===== src/rtl/hd_transfer_controller.sv =====
// Block-transfer sequencer between the track/sector hard drive and main memory.
// Walks N consecutive sectors across track boundaries, one word per step.
module hd_transfer_controller #(
  parameter int DATA_WIDTH        = 32,
  parameter int TRACKS            = 2,
  parameter int SECTORS_PER_TRACK = 98,
  parameter int MEM_ADDR_WIDTH    = 10
) (
  input  logic                      clock,
  input  logic                      reset,
  input  logic                      start,
  input  logic                      dir,
  input  logic [6:0]                track_base,
  input  logic [13:0]               sector_base,
  input  logic [MEM_ADDR_WIDTH-1:0] mem_base,
  input  logic [13:0]               length,
  output logic [6:0]                track,
  output logic [13:0]               sector,
  output logic                      flag_write_hd,
  output logic [DATA_WIDTH-1:0]     data_write,
  input  logic [DATA_WIDTH-1:0]     hd_rdata,
  output logic [MEM_ADDR_WIDTH-1:0] mem_addr,
  output logic                      mem_we,
  output logic [DATA_WIDTH-1:0]     mem_wdata,
  input  logic [DATA_WIDTH-1:0]     mem_rdata,
  output logic                      busy,
  output logic                      done,
  output logic                      error
);

  typedef enum logic [2:0] {
    S_IDLE,
    S_CHECK,
    S_LOAD,
    S_SRD,
    S_SWR,
    S_FIN
  } state_t;

  localparam int unsigned CAPACITY = TRACKS * SECTORS_PER_TRACK;
  localparam int unsigned MEM_SPAN = 1 << MEM_ADDR_WIDTH;

  state_t      state;
  state_t      state_n;
  logic        dir_q;
  logic [13:0] len_q;
  logic [13:0] remaining;
  logic        reject_q;

  logic [31:0] lin_end;
  logic [31:0] mem_end;
  logic        reject;
  logic        last;
  logic        sector_wrap;
  logic        advance;

  // Start pointers already sit in track/sector/mem_addr while in CHECK
  assign lin_end = 32'(track) * 32'(SECTORS_PER_TRACK)
                 + 32'(sector) + 32'(len_q);
  assign mem_end = 32'(mem_addr) + 32'(len_q);

  assign reject = (len_q == 14'd0)
               || (32'(track) >= 32'(TRACKS))
               || (32'(sector) >= 32'(SECTORS_PER_TRACK))
               || (lin_end > CAPACITY)
               || (mem_end > MEM_SPAN);

  assign last        = (remaining == 14'd1);
  assign sector_wrap = (32'(sector) == 32'(SECTORS_PER_TRACK - 1));
  assign advance     = (state == S_LOAD) || (state == S_SWR);

  always_comb begin
    state_n = state;
    unique case (state)
      S_IDLE:  if (start) state_n = S_CHECK;
      S_CHECK: begin
        if (reject)     state_n = S_FIN;
        else if (dir_q) state_n = S_SRD;
        else            state_n = S_LOAD;
      end
      S_LOAD:  if (last) state_n = S_FIN;
      S_SRD:   state_n = S_SWR;
      S_SWR:   state_n = last ? S_FIN : S_SRD;
      S_FIN:   state_n = S_IDLE;
      default: state_n = S_IDLE;
    endcase
  end

  always_ff @(posedge clock) begin
    if (reset) begin
      state     <= S_IDLE;
      dir_q     <= 1'b0;
      len_q     <= '0;
      remaining <= '0;
      reject_q  <= 1'b0;
      track     <= '0;
      sector    <= '0;
      mem_addr  <= '0;
    end else begin
      state <= state_n;
      if (state == S_IDLE && start) begin
        dir_q    <= dir;
        len_q    <= length;
        track    <= track_base;
        sector   <= sector_base;
        mem_addr <= mem_base;
        reject_q <= 1'b0;
      end
      if (state == S_CHECK) begin
        remaining <= len_q;
        reject_q  <= reject;
      end
      if (advance) begin
        remaining <= remaining - 14'd1;
        mem_addr  <= mem_addr + 1'b1;
        if (sector_wrap) begin
          sector <= '0;
          track  <= track + 7'd1;
        end else begin
          sector <= sector + 14'd1;
        end
      end
    end
  end

  assign busy          = (state != S_IDLE);
  assign done          = (state == S_FIN);
  assign error         = (state == S_FIN) && reject_q;
  assign mem_we        = (state == S_LOAD);
  assign flag_write_hd = (state == S_SWR);
  assign mem_wdata     = hd_rdata;
  assign data_write    = mem_rdata;

endmodule


===== config.mk =====
export PLATFORM = sky130hd
export DESIGN_NAME = hd_transfer_controller
export DESIGN_NICKNAME = d
export VERILOG_FILES = /design/src/rtl/hd_transfer_controller.sv
export SDC_FILE = /design/constraint.sdc
export NUM_CORES = 1
export LEC_CHECK = 0
export BUFFER_PORTS_ARGS = -buffer_cell sky130_fd_sc_hd__buf_2
export CAP_MARGIN = 5
export CORE_MARGIN = 3
export CORE_UTILIZATION = 25
export CTS_BUF_LIST = sky130_fd_sc_hd__clkbuf_4
export CTS_CLUSTER_DIAMETER = 150
export DETAILED_ROUTE_END_ITERATION = 8
export HOLD_SLACK_MARGIN = 0.1
export PLACE_DENSITY = 0.5
export SETUP_SLACK_MARGIN = 0.3
export SLEW_MARGIN = 10
export SYNTH_ARGS = -nofsm -noshare
export SYNTH_HDL_FRONTEND = slang
export SYNTH_SLANG_ARGS = --single-unit

===== constraint.sdc =====
create_clock -name clock -period 4.4 [get_ports clock]
set_input_delay 0 -clock clock [delete_from_list [all_inputs] [get_ports clock]]
set_output_delay 0 -clock clock [all_outputs]
set_load 0.01 [all_outputs]

==> PnR_summary.wiki <==
{| class="wikitable"
! Metric !! Value
|-
| Overall via count from detail_route || 6315
|-
| Yosys reg bits || 64
|-
| Sequential cell area fraction in the yosys report || 0.210
|-
| Leakage power total || 3.70 nW
|-
| Global-route wire length before repair || 32500 um
|-
| Type of origin of the critical path || flip-flop
|-
| Largest fanout on the critical path || 4
|-
| Max stage delay on crit path || 0.48 ns
|-
| Worst Hold Depth || 4
|-
| TritonCTS sink count || 64
|-
| WL per Instance || 16.0 um
|-
| Post-synthesis share of cell area spent on full adders, half adders and majority gates || 0.188
|-
| Post-synthesis to final-layout area growth || 35.9%
|-
| Total instance count after detailed placement || 1157
|-
| Count of max-cap constraint violations || 0
|-
| Xor and xnor fraction of the mapped netlist area || 0.0287
|-
| Slew Limit Fails || 0
|-
| Total grt overflow || 0
|-
| Worst reg2reg startpoint || track[1]
|-
| Maximum vdd drop || 0.124 mV
|-
| Crit path kind || flip-flop to flip-flop
|-
| Hold Fails Final Rpt || 0
|-
| Count of flip-flops with a built-in enable after synthesis || 0
|-
| Final period demand of the worst path || 4.87 ns
|-
| Final period utilization || 1.11
|-
| Antenna violations before repair || 1
|-
| Power density of the placed cells || 371 nW/um^2
|-
| Highest signal layer in the routed design || met4
|-
| Violated checks || setup timing
|-
| Cell types occupying the most area after synthesis || sky130_fd_sc_hd__dfxtp_1, sky130_fd_sc_hd__ha_1, sky130_fd_sc_hd__buf_4, sky130_fd_sc_hd__a21oi_1, sky130_fd_sc_hd__fa_1
|-
| Length in cells of the worst reg-to-reg path || 24
|-
| Clock tree from TritonCTS || yes
|-
| Largest family of logic cells by synthesized area || simple AND/OR/NAND/NOR gates
|-
| Io pins || 213
|-
| Max Buffers Root-to-Sink || 2
|-
| Overall fraction of global-route tracks in use || 0.156
|-
| Fin cells || 1300
|-
| Main flop type after synthesis || sky130_fd_sc_hd__dfxtp_1
|-
| Simple-gate share of the synthesized area || 0.227
|-
| Synthesized-area fraction occupied by ao, oa, aoi and oai cells || 0.214
|-
| Post-synth top area share || 0.210
|-
| Worst hold margin || 0.218 ns
|-
| Crit-path cells || inv_4, ha_4, xor2_1, ha_1, ha_1, ha_2, inv_2, fa_2, inv_2, a21oi_2, o21bai_1, a21o_1, a21oi_2, xnor2_2, fa_1, ha_4, nor2_2, o311ai_2, a211oi_2, nand4_1, nor3_2, nand4_1, nor4_4, a31oi_1
|-
| Share of post-route cells with drive strength above 1 || 0.202
|-
| Detailed placement HPWL || 14900 um
|-
| Mapped Avg Cell Area || 7.69 sq um
|-
| Starting density of the core || 0.257
|-
| Detailed-routing wirelength on met1 || 9610 um
|-
| Setup repair after global routing missed its margin || true
|-
| WL met3 || 1090 um
|-
| # rows || 56
|-
| Max Fclk || 0.206 GHz
|-
| Core area || 23700 sq um
|-
| Total Die Area || 26300 sq um
|-
| TritonCTS buffer count || 9
|-
| Remaining max-slew budget at the tightest pin || 0.616
|-
| WHS Endpoint || state[2]
|-
| CTS root buf || sky130_fd_sc_hd__clkbuf_4
|-
| Critical Path Slowest Stage Cell || sky130_fd_sc_hd__fa_1
|-
| Type of the tightest min-delay check || primary input to flip-flop
|-
| Tot Pwr || 3.07 mW
|-
| Clock Skew || 0.0233 ns
|-
| Mapped Area || 6090 sq um
|-
| Die height || 162 um
|-
| Vias in the first global route || 6096
|-
| Setup ws final || -0.466 ns
|-
| Count of nets after finishing || 1170
|-
| Post-CTS Setup Inserts || 0
|-
| Share of the core filled with cells in the final layout || 0.350
|-
| Number of remaining DRC errors || 0
|-
| Routed Antenna Nets || 0
|-
| Avg Vias per Cell || 4.86
|-
| Launch instance of the worst min-delay path || reset
|-
| Category of the worst setup path capture point || flip-flop
|-
| H-tree Lvls || 3
|-
| WP data required || 4.73 ns
|-
| Library cells used by synthesis || 77
|-
| Capture point of the worst reg-to-reg path || state[0]
|-
| Total Wirelength || 20800 um
|-
| Number of buffers inserted by port buffering || 84
|-
| Arrival time reported for the critical path endpoint || 5.19 ns
|-
| Post-placement setup slack || -0.472 ns
|-
| Async SR Flop Fraction || 0
|-
| Final Setup Violations || 4
|-
| Setup slack of the worst register-to-register path || -0.47 ns
|-
| Number of design-rule violations left by the first detailed-router iteration || 292
|-
| Largest net degree at the start of global routing || 45
|-
| Clock slew at the register clock pins of the worst setup and hold paths || 0.12 ns
|-
| Final weighted congestion of routability-driven global placement || 0.840
|-
| Top cell family by delay on the critical path || adder cells
|-
| Clk Latency, worst-skew pair || 0.47 ns
|-
| Depth of the critical timing path with buffers and inverters included || 24
|-
| Yosys warns || 0
|-
| Number of iterations in the first detailed-routing pass || 5
|-
| Run status || finished, violations left
|-
| Width of the die || 162 um
|-
| Count of buffering cells on the critical path with inverters included || 3
|-
| Met2 routed wirelength || 9880 um
|-
| Mapped Cells || 792
|-
| Synthesized Nets || 987
|-
| Cell accounting for the most synthesized area || sky130_fd_sc_hd__dfxtp_1
|-
| Transition time of the tightest slew-check pin || 0.576 ns
|-
| Mux contribution to synthesized area || 0.00329
|-
| Source of the critical timing path || track[1]
|}
[synthesized netlist by cell type (9+ instances only)]
cell	count
sky130_fd_sc_hd__nor2_1	71
sky130_fd_sc_hd__clkbuf_1	22
sky130_fd_sc_hd__buf_4	65
sky130_fd_sc_hd__nand2_1	66
sky130_fd_sc_hd__a21o_1	9
sky130_fd_sc_hd__ha_1	66
sky130_fd_sc_hd__nor4_1	11
sky130_fd_sc_hd__nor3_1	29
sky130_fd_sc_hd__xnor2_1	11
sky130_fd_sc_hd__a31oi_1	9
sky130_fd_sc_hd__inv_1	46
sky130_fd_sc_hd__xor2_1	9
sky130_fd_sc_hd__nand3_1	23
sky130_fd_sc_hd__fa_1	16
sky130_fd_sc_hd__a21oi_1	86
sky130_fd_sc_hd__dfxtp_1	64
sky130_fd_sc_hd__o21ai_0	39
sky130_fd_sc_hd__o211ai_1	9
[how the worst max path moves through the flow]
stage / endpoint / slack (ns)
floorplan: state[0] / -0.18
global placement: state[0] / -0.37
detailed placement: state[2] / -0.47
CTS: state[0] / -0.30
global route: state[0] / -0.76
finish: state[0] / -0.47
[sequential cells by signal, indices dropped and copies added, names as in the netlist]
| name | count |
|---|---|
| mem_addr | 10 |
| state | 3 |
| track | 7 |
| sector | 14 |
| reject_q | 1 |
| dir_q | 1 |
| remaining | 14 |
| len_q | 14 |
[worst min-delay path, cell delays in order]
cell and delay (ns):
sky130_fd_sc_hd__buf_2 0.21, sky130_fd_sc_hd__nor3b_1 0.21, sky130_fd_sc_hd__o21ai_0 0.12, sky130_fd_sc_hd__o311ai_1 0.09
[per-stage QoR]
stage          TNS [ns]  area [sq um]
5_1_grt           -2.95          8280
3_3_place_gp      -1.43          6780
2_1_floorplan    -0.666          6140
3_5_place_dp      -1.83          6780
4_1_cts           -1.15          8240
6_report          -1.80          8280
[placed cells by master (no fill, tap or decap), drive strengths merged, types with 10 or more instances in the layout]
cell	count
a21oi	89
nor3	30
nor2	72
fa	16
o21ai	42
buf	142
nor4	13
and3	10
nand2	66
inv	47
xnor2	11
dfxtp	64
nand3	23
dlygate4sd3	126
ha	66
[report_power, final]
part | switching [mW] | internal, mW | total, mW
logic | 0.924 | 0.755 | 1.68
clock network | 0.254 | 0.288 | 0.542
registers | 0.173 | 0.678 | 0.851
total | 1.35 | 1.72 | 3.07
[kinds of logic (layout without fill, tap and decap cells)]
| group | after synthesis | count (layout) |
|---|---|---|
| AND/OR/NAND/NOR | 272 | 272 |
| adder cells (fa/ha/maj) | 82 | 82 |
| flip-flops | 64 | 64 |
| other | 0 | 1 |
| buffers and inverters | 142 | 330 |
| multiplexers | 2 | 2 |
| XOR/XNOR | 20 | 20 |
| AO/OA/AOI/OAI | 210 | 210 |
[final cells by class]
class                   instances  area (sq um)
repair buffers                268          2120
clock buffers                   9          67.6
inverters                      46           180
fillers                      2574         15400
flip-flops and latches         64          1290
diodes                          1          2.50
clock inverters                 7           119
multi-input cells             586          4100
well taps                     319           399
[routing by layer]
metal / GRT usage / up-vias
met5: 0 / -
li1: - / 3137
met2: 0.259 / 195
met3: 0.0263 / 12
met1: 0.214 / 2971
met4: 0.0299 / 0
[repair_timing]
| action | in CTS | in global routing |
|---|---|---|
| cloned | 0 | 0 |
| endpoints found under the hold margin | 115 | 0 |
| pin swaps | 7 | 17 |
| gates resized for setup | 4 | 7 |
| hold buffers | 126 | 0 |
| endpoints found under the setup margin | 4 | 4 |
Note: power is estimated with default switching activity, not from simulation.
